--- src/rtl/tlul_sram_bridge.sv ---
// TL-UL device bridge in front of a single-port SRAM with one-cycle read latency.
// Optional response integrity: define TLUL_SRAM_BRIDGE_INTG_EN.

package tlul_pkg;

  typedef enum logic [2:0] {
    PutFullData    = 3'h0,
    PutPartialData = 3'h1,
    Get            = 3'h4
  } tl_a_op_e;

  typedef enum logic [2:0] {
    AccessAck     = 3'h0,
    AccessAckData = 3'h1
  } tl_d_op_e;

  typedef struct packed {
    logic [6:0] rsp_intg;
    logic [6:0] data_intg;
  } tl_d_user_t;

  typedef struct packed {
    logic        a_valid;
    logic [2:0]  a_opcode;
    logic [2:0]  a_param;
    logic [1:0]  a_size;
    logic [7:0]  a_source;
    logic [31:0] a_address;
    logic [3:0]  a_mask;
    logic [31:0] a_data;
    logic        d_ready;
  } tl_h2d_t;

  typedef struct packed {
    logic        d_valid;
    logic [2:0]  d_opcode;
    logic [2:0]  d_param;
    logic [1:0]  d_size;
    logic [7:0]  d_source;
    logic [0:0]  d_sink;
    logic [31:0] d_data;
    tl_d_user_t  d_user;
    logic        d_error;
    logic        a_ready;
  } tl_d2h_t;

endpackage

module tlul_sram_bridge
  import tlul_pkg::*;
#(
  parameter int AW    = 12,
  parameter int Depth = 4
) (
  input  logic          clk_i,
  input  logic          rst_ni,
  input  tl_h2d_t       tl_i,
  output tl_d2h_t       tl_o,
  output logic          sram_req_o,
  output logic          sram_we_o,
  output logic [AW-1:0] sram_addr_o,
  output logic [31:0]   sram_wdata_o,
  output logic [3:0]    sram_be_o,
  input  logic [31:0]   sram_rdata_i
);

  localparam int CntW = $clog2(Depth + 1);
  localparam int PtrW = $clog2(Depth);

  typedef struct packed {
    logic       is_get;
    logic       err;
    logic [7:0] source;
    logic [1:0] size;
  } s1_t;

  typedef struct packed {
    logic        is_get;
    logic        err;
    logic [7:0]  source;
    logic [1:0]  size;
    logic [31:0] data;
  } rsp_t;

  logic            a_ready, a_err, a_is_get, a_is_put, accept;
  logic            s1_valid;
  s1_t             s1_q;
  logic            push, pop, d_valid;
  rsp_t            push_rsp, head;
  rsp_t            mem [Depth];
  logic [PtrW-1:0] wr_ptr, rd_ptr;
  logic [CntW-1:0] count;
  logic [CntW:0]   occupancy;
  logic [31:0]     d_data;

  logic unused_param;
  assign unused_param = ^tl_i.a_param;

  function automatic logic [PtrW-1:0] ptr_inc(input logic [PtrW-1:0] p);
    return (p == PtrW'(Depth - 1)) ? '0 : p + PtrW'(1);
  endfunction

  // ---------------- A channel: accept, check, drive SRAM ----------------
  assign a_is_get = (tl_i.a_opcode == Get);
  assign a_is_put = (tl_i.a_opcode == PutFullData) || (tl_i.a_opcode == PutPartialData);

  // NOTE: every combinational output gets a default first so no path can infer a latch.
  always_comb begin
    a_err = 1'b0;
    if (!(a_is_get || a_is_put))                             a_err = 1'b1;
    if (tl_i.a_size == 2'd3)                                 a_err = 1'b1;
    if (tl_i.a_size == 2'd1 && tl_i.a_address[0])            a_err = 1'b1;
    if (tl_i.a_size == 2'd2 && tl_i.a_address[1:0] != 2'b00) a_err = 1'b1;
    if (tl_i.a_address[31:AW+2] != '0)                       a_err = 1'b1;
  end

  // A slot is reserved for anything in s1 so the FIFO can never overflow.
  assign occupancy = {1'b0, count} + {{CntW{1'b0}}, s1_valid};
  assign a_ready   = rst_ni && (occupancy < (CntW + 1)'(Depth));
  assign accept    = tl_i.a_valid && a_ready;

  assign sram_req_o   = accept && !a_err;
  assign sram_we_o    = a_is_put;
  assign sram_addr_o  = tl_i.a_address[AW+1:2];
  assign sram_wdata_o = tl_i.a_data;
  assign sram_be_o    = a_is_get ? 4'hf : tl_i.a_mask;

  // ---------------- Stage s1: waits for the SRAM read data ----------------
  // NOTE: state uses non-blocking assignments so every flop samples pre-edge values.
  always_ff @(posedge clk_i) begin
    if (!rst_ni) s1_valid <= 1'b0;
    else         s1_valid <= accept;
  end

  always_ff @(posedge clk_i) begin
    if (accept) begin
      s1_q.is_get <= a_is_get;
      s1_q.err    <= a_err;
      s1_q.source <= tl_i.a_source;
      s1_q.size   <= tl_i.a_size;
    end
  end

  // ---------------- Response FIFO ----------------
  assign push = s1_valid;
  assign pop  = d_valid && tl_i.d_ready;

  always_comb begin
    push_rsp.is_get = s1_q.is_get;
    push_rsp.err    = s1_q.err;
    push_rsp.source = s1_q.source;
    push_rsp.size   = s1_q.size;
    push_rsp.data   = '0;
    if (s1_q.is_get) push_rsp.data = s1_q.err ? 32'hFFFF_FFFF : sram_rdata_i;
  end

  // NOTE: storage is not reset; outputs are masked by d_valid so stale entries never leak.
  always_ff @(posedge clk_i) begin
    if (push) mem[wr_ptr] <= push_rsp;
  end

  always_ff @(posedge clk_i) begin
    if (!rst_ni) begin
      wr_ptr <= '0;
      rd_ptr <= '0;
      count  <= '0;
    end else begin
      if (push) wr_ptr <= ptr_inc(wr_ptr);
      if (pop)  rd_ptr <= ptr_inc(rd_ptr);
      unique case ({push, pop})
        2'b10:   count <= count + CntW'(1);
        2'b01:   count <= count - CntW'(1);
        default: ;
      endcase
    end
  end

  // ---------------- D channel ----------------
  assign head    = mem[rd_ptr];
  assign d_valid = (count != '0);
  assign d_data  = d_valid ? head.data : '0;

`ifdef TLUL_SRAM_BRIDGE_INTG_EN
  logic [38:0] data_enc;
  logic [63:0] rsp_enc;
  logic [2:0]  rsp_opcode;
  assign rsp_opcode = head.is_get ? AccessAckData : AccessAck;
  assign data_enc   = prim_secded_pkg::prim_secded_inv_39_32_enc(d_data);
  assign rsp_enc    = prim_secded_pkg::prim_secded_inv_64_57_enc(
                        57'({rsp_opcode, head.size, head.source, head.err}));
`endif

  always_comb begin
    tl_o         = '0;
    tl_o.a_ready = a_ready;
    tl_o.d_valid = d_valid;
    tl_o.d_data  = d_data;
    if (d_valid) begin
      tl_o.d_opcode = head.is_get ? AccessAckData : AccessAck;
      tl_o.d_size   = head.size;
      tl_o.d_source = head.source;
      tl_o.d_error  = head.err;
`ifdef TLUL_SRAM_BRIDGE_INTG_EN
      tl_o.d_user.data_intg = data_enc[38:32];
      tl_o.d_user.rsp_intg  = rsp_enc[63:57];
`endif
    end
  end

endmodule

--- config.mk ---
export PLATFORM = sky130hd
export DESIGN_NAME = tlul_sram_bridge
export DESIGN_NICKNAME = d
export VERILOG_FILES = /design/src/rtl/tlul_sram_bridge.sv
export SDC_FILE = /design/constraint.sdc
export NUM_CORES = 1
export LEC_CHECK = 0
export CORE_ASPECT_RATIO = 1.2
export CORE_MARGIN = 2
export CORE_UTILIZATION = 43
export CTS_CLUSTER_DIAMETER = 30
export DETAILED_ROUTE_END_ITERATION = 12
export PLACE_DENSITY = 0.76
export SYNTH_ARGS = -nofsm -noshare
export SYNTH_HDL_FRONTEND = slang
export SYNTH_SLANG_ARGS = --single-unit
--- constraint.sdc ---
create_clock -name clk_i -period 2.2 [get_ports clk_i]
set_clock_uncertainty 0.2 [all_clocks]
set_input_delay 0.33 -clock clk_i [delete_from_list [all_inputs] [get_ports clk_i]]
set_output_delay 0.33 -clock clk_i [all_outputs]
set_load 0.02 [all_outputs]
# Word level (Yosys, flattened, before mapping)
# Memory sizes are Yosys's and may differ from the RTL's. A register that Yosys moved wholly into a read port is not among the register bits.
# Index checks and enable logic that the tools add are counted.
# totals
reg_bits	20
ram_bits	176
word_cells	58
mem_count	1
# op_classes
add_sub_neg	5
magnitude_cmp	1
n_eq_ne	9
mux	20
n_reduce_logical	14
# mem_list
memory	depth	width	read_ports	rd_ports_with_merged_regs	write_ports	line	source
mem	4	44	1	1	1	90	rsp_t mem [Depth];
# op_table
operator	n
2-to-1 mux 32 bit	3
nonzero test 18 bit	1
== test 2 bit (second input constant)	5
2-to-1 mux 1 bit	10
2-to-1 mux 10 bit	1
2-to-1 mux 2 bit	4
logical AND 1 bit	6
one-hot mux 3 bit (2 select lines)	1
adder 2 x 1 -> 2 bit (second input constant)	2
adder 3 x 1 -> 4 bit	1
== test 2 x 1 -> 1 bit (second input constant)	2
< comparator 4 x 3 -> 1 bit (second input constant)	1
2-to-1 mux 4 bit	1
nonzero test 2 bit	2
adder 3 x 1 -> 3 bit (second input constant)	1
== test 3 x 1 -> 1 bit (second input constant)	1
== test 3 bit (second input constant)	1
logical NOT 3 bit	1
nonzero test 3 bit	1
subtractor 3 x 1 -> 3 bit (second input constant)	1
logical OR 1 bit	2
logical NOT 1 bit	1

# Logic depth before layout (Yosys ltp)
# logic_depth
ltp_word	10
depth_mapped	8
depth_no_buf	8

# Least setup slack after synthesis
# No wires, ideal clock.
# synth_timing
path_kind	register to output
from	register count[0]
to	output port sram_req_o
arrival_time_ns	1.695
path_slack_ns	-0.025
stages_incl_launch_ff	4
path_cell_list	dfxtp_1 > nand3_1 > and4b_1 > nor4bb_1
# synth_via
elab_chain_cells	5
# synth_rtl
element	line	source
start, declared	92	logic [CntW-1:0] count;
start signal, assigned	171	2'b10: count <= count + CntW'(1);
start signal, assigned	172	2'b01: count <= count - CntW'(1);
adder 3 x 1 -> 4 bit	118	assign occupancy = {1'b0, count} + {{CntW{1'b0}}, s1_valid};
< comparator 4 x 3 -> 1 bit	119	assign a_ready = rst_ni && (occupancy < (CntW + 1)'(Depth));
logical AND 1 bit	119	
logical AND 1 bit	120	assign accept = tl_i.a_valid && a_ready;
via accept	85	logic a_ready, a_err, a_is_get, a_is_put, accept;
logical AND 1 bit	122	assign sram_req_o = accept && !a_err;
end, declared	59	output logic sram_req_o,
# The timed path passes the listed nets, and every way through them passes these cells.

==> impl_metrics.json <==
{
  "outcome": "complete, but fails checks",
  "violations": "setup timing",
  "synthTopCellsByArea": "edfxtp_1, mux4_2, buf_4",
  "hold_violations": 0,
  "setup_viol": 45,
  "period_minus_slack_ps": 2410,
  "path_class": "flop to primary output",
  "power_leakage_nw": 3.80,
  "yosys_most_used_dff": "edfxtp_1",
  "max_freq_mhz": 415,
  "fin_nets": 718,
  "drv_cap": 0,
  "min_path_type": "input pin to flop",
  "overflow": 0,
  "antennaDiodeCount": 0,
  "power.net_switching_w": 0.00342,
  "post-place-ws_ps": -664,
  "critPathArrivalTime_ps": 1880,
  "grt_max_degree": 37,
  "track_usage": 0.165,
  "core_um2": 19300,
  "yosysTopAreaCell": "edfxtp_1",
  "clkPwrFrac": 0.246,
  "viasPerCell": 5.06,
  "sw_frac_of_total": 0.302,
  "yosys.area.top_type_share": 0.672,
  "rsz0062_at_grt": "yes",
  "dp.cells": 819,
  "fin_ws_ps": -209,
  "whs_ps": 178,
  "async_flop_share": 0,
  "cp.required_ps": 1670,
  "yosys-top-cells-count": "edfxtp_1, buf_4, mux4_2, nor2b_1, o21a_1",
  "drtAntennaViolNets": 0,
  "row_count": 56,
  "grt_pass1_wl_mm": 25.0,
  "first_iter_violations": 321,
  "vdd_drop_max_uv": 557,
  "fp.dieH_um": 157,
  "worst_pin_slew_ps": 501,
  "layout-drive-gt1-share": 0.351,
  "io_pins": 236,
  "die_w_um": 132,
  "yosysWarnings": 0,
  "comb_power_share": 0.362,
  "end_kind": "primary output",
  "post_drt_wl_per_cell_um": 19.4,
  "path_max_fanout": 7,
  "drt_wl_total_mm": 16.8,
  "fin_area_um2": 10600,
  "clock_latency_ps": 430,
  "cts-root-buf": "clkbuf_16",
  "p_int_w": 0.00789,
  "io_buffers": 124,
  "synth.distinct_cells": 34,
  "htreeDepth": 4,
  "nFillCells": 1576,
  "cp-start-kind": "flop",
  "gp_congestion": 0.746,
  "path_clk_slew_ps": 70,
  "dieArea_um2": 20700,
  "route.vias.total": 4378,
  "holdBufCountCts": 0,
  "finalNonFillerCells": 865,
  "ctsLongestPathBuffers": 2,
  "synth_most_common_cell": "edfxtp_1",
  "avgSynthCellArea_um2": 17.9,
  "drc": 0,
  "grt_pass1_vias": 4569,
  "cts_tree": "built",
  "start_util": 0.434,
  "dr.pass1.iters": 4,
  "maxSlewHeadroom": 0.666,
  "synth-edff-count": 188,
  "area_growth_pct": 26.5,
  "place_area_um2": 9820,
  "pwr_density_cell_nw_per_um2": 1060,
  "synthCells": 468,
  "synth_seq_cells": 198,
  "synth-seq-area-share": 0.696,
  "grt_antenna_before_repair": 0,
  "p_seq_frac": 0.392,
  "fin_crit_sh": 1.10,
  "totalPowerFinal_w": 0.0113,
  "cts_made_buffers": 17,
  "hpwl_mm": 10.9,
  "cts.sinks": 198,
  "syn_area_um2": 8400,
  "maxSlewViolCount": 0
}
placed cells by master, fill, tap and decap left out, types with 2 or more instances in the layout:
cell type        instances
clkinv_2                 5
xor2_1                   2
clkdlybuf4s50_1         54
a21oi_1                  5
dfxtp_2                  4
mux2i_1                  2
dlymetal6s2s_1          18
and2_2                   4
mux4_2                  44
dfxtp_1                  5
buf_2                   26
dlygate4sd2_1            2
clkbuf_8                 2
nor3b_1                  3
clkinvlp_4               2
nor2b_1                 27
ha_1                     6
edfxtp_1               188
clkbuf_16               17
buf_4                   29
clkbuf_2                 2
inv_6                    2
nor4_2                   3
o21a_1                  32
or3_1                    2
clkinv_4                 2
buf_6                   26
nor2_1                   8
buf_12                  12
nor2b_4                 16
conb_1                  20
inv_1                    9
or2_2                    4
power groups by stage:
stage / sequential, W / combinational (W) / clock, W
after global routing: 0.00446 / 0.00438 / 0.00297
final: 0.00444 / 0.00410 / 0.00278
after global placement: 0.00450 / 0.00363 / 0
after CTS: 0.00444 / 0.00344 / 0.00284
after floorplan: 0.00448 / 0.00217 / 0
after detailed placement: 0.00451 / 0.00369 / 0
flip-flops by register name, indices dropped and copies added, names as in the netlist, named ones only:
name / count
mem: 176
push_rsp: 12
count: 3
rd_ptr: 2
wr_ptr: 2
push: 1
routing by layer:
metal / up-vias / track usage / routed length [um]
li1: 1956 / - / -
met1: 2201 / 0.186 / 6390
met2: 181 / 0.292 / 8790
met4: 0 / 0.0528 / 337
met3: 40 / 0.0609 / 1230
met5: - / 0 / 0
final cells by class:
type,count,area [um2],share of cell area
sequential,198,5850,0.551
multi-input combinational,194,2170,0.204
timing repair buffer,171,1700,0.160
clock buffer,20,457,0.0430
tap,261,327,0.0307
clock inverter,12,78.8,0.00742
inverter,9,33.8,0.00318
stage by stage:
stage | setup TNS (ps) | util
finish | -7260 | 0.549
global route | -10800 | 0.549
floorplan | 0 | -
global placement | -6560 | 0.508
detailed placement | -6960 | 0.508
CTS | -9210 | 0.528
worst max-delay path, stage by stage (launching register included):
cell and delay, ps:
dfxtp_4 410, buf_12 140, buf_12 120, mux4_2 470
nor2b_1 140, buf_2 160
logic make-up (layout without fill, tap and decap cells):
group	count (synthesis)	in the layout	synth area share
other	1	20	0.000447
buffers and inverters	95	212	0.0766
adders and majority gates	7	7	0.0113
muxes	46	46	0.120
AOI/OAI and AO/OA	40	40	0.0341
DFF	198	198	0.696
and+or+nand+nor	79	79	0.0589
xor gates and xnor gates	2	2	0.00209
final timing paths:
kind / startpoint / endpoint / slack (ps) / depth (start not counted)
setup reg to reg: count[1] / count[2] / 90 / 9
hold reg to reg: push_rsp[33] / mem[2][33] / 300 / 0
hold / removal: tl_i[51] / push_rsp[42] / 180 / 4
setup / recovery: flop / tl_o[28] / -210 / 5
repair_timing:
item                                    CTS  global route
gates resized for setup                 202           109
endpoints found under the setup margin   52            51
pin swaps                                 1             8
buffers inserted                          4            11
(Power assumes the default switching activity.)
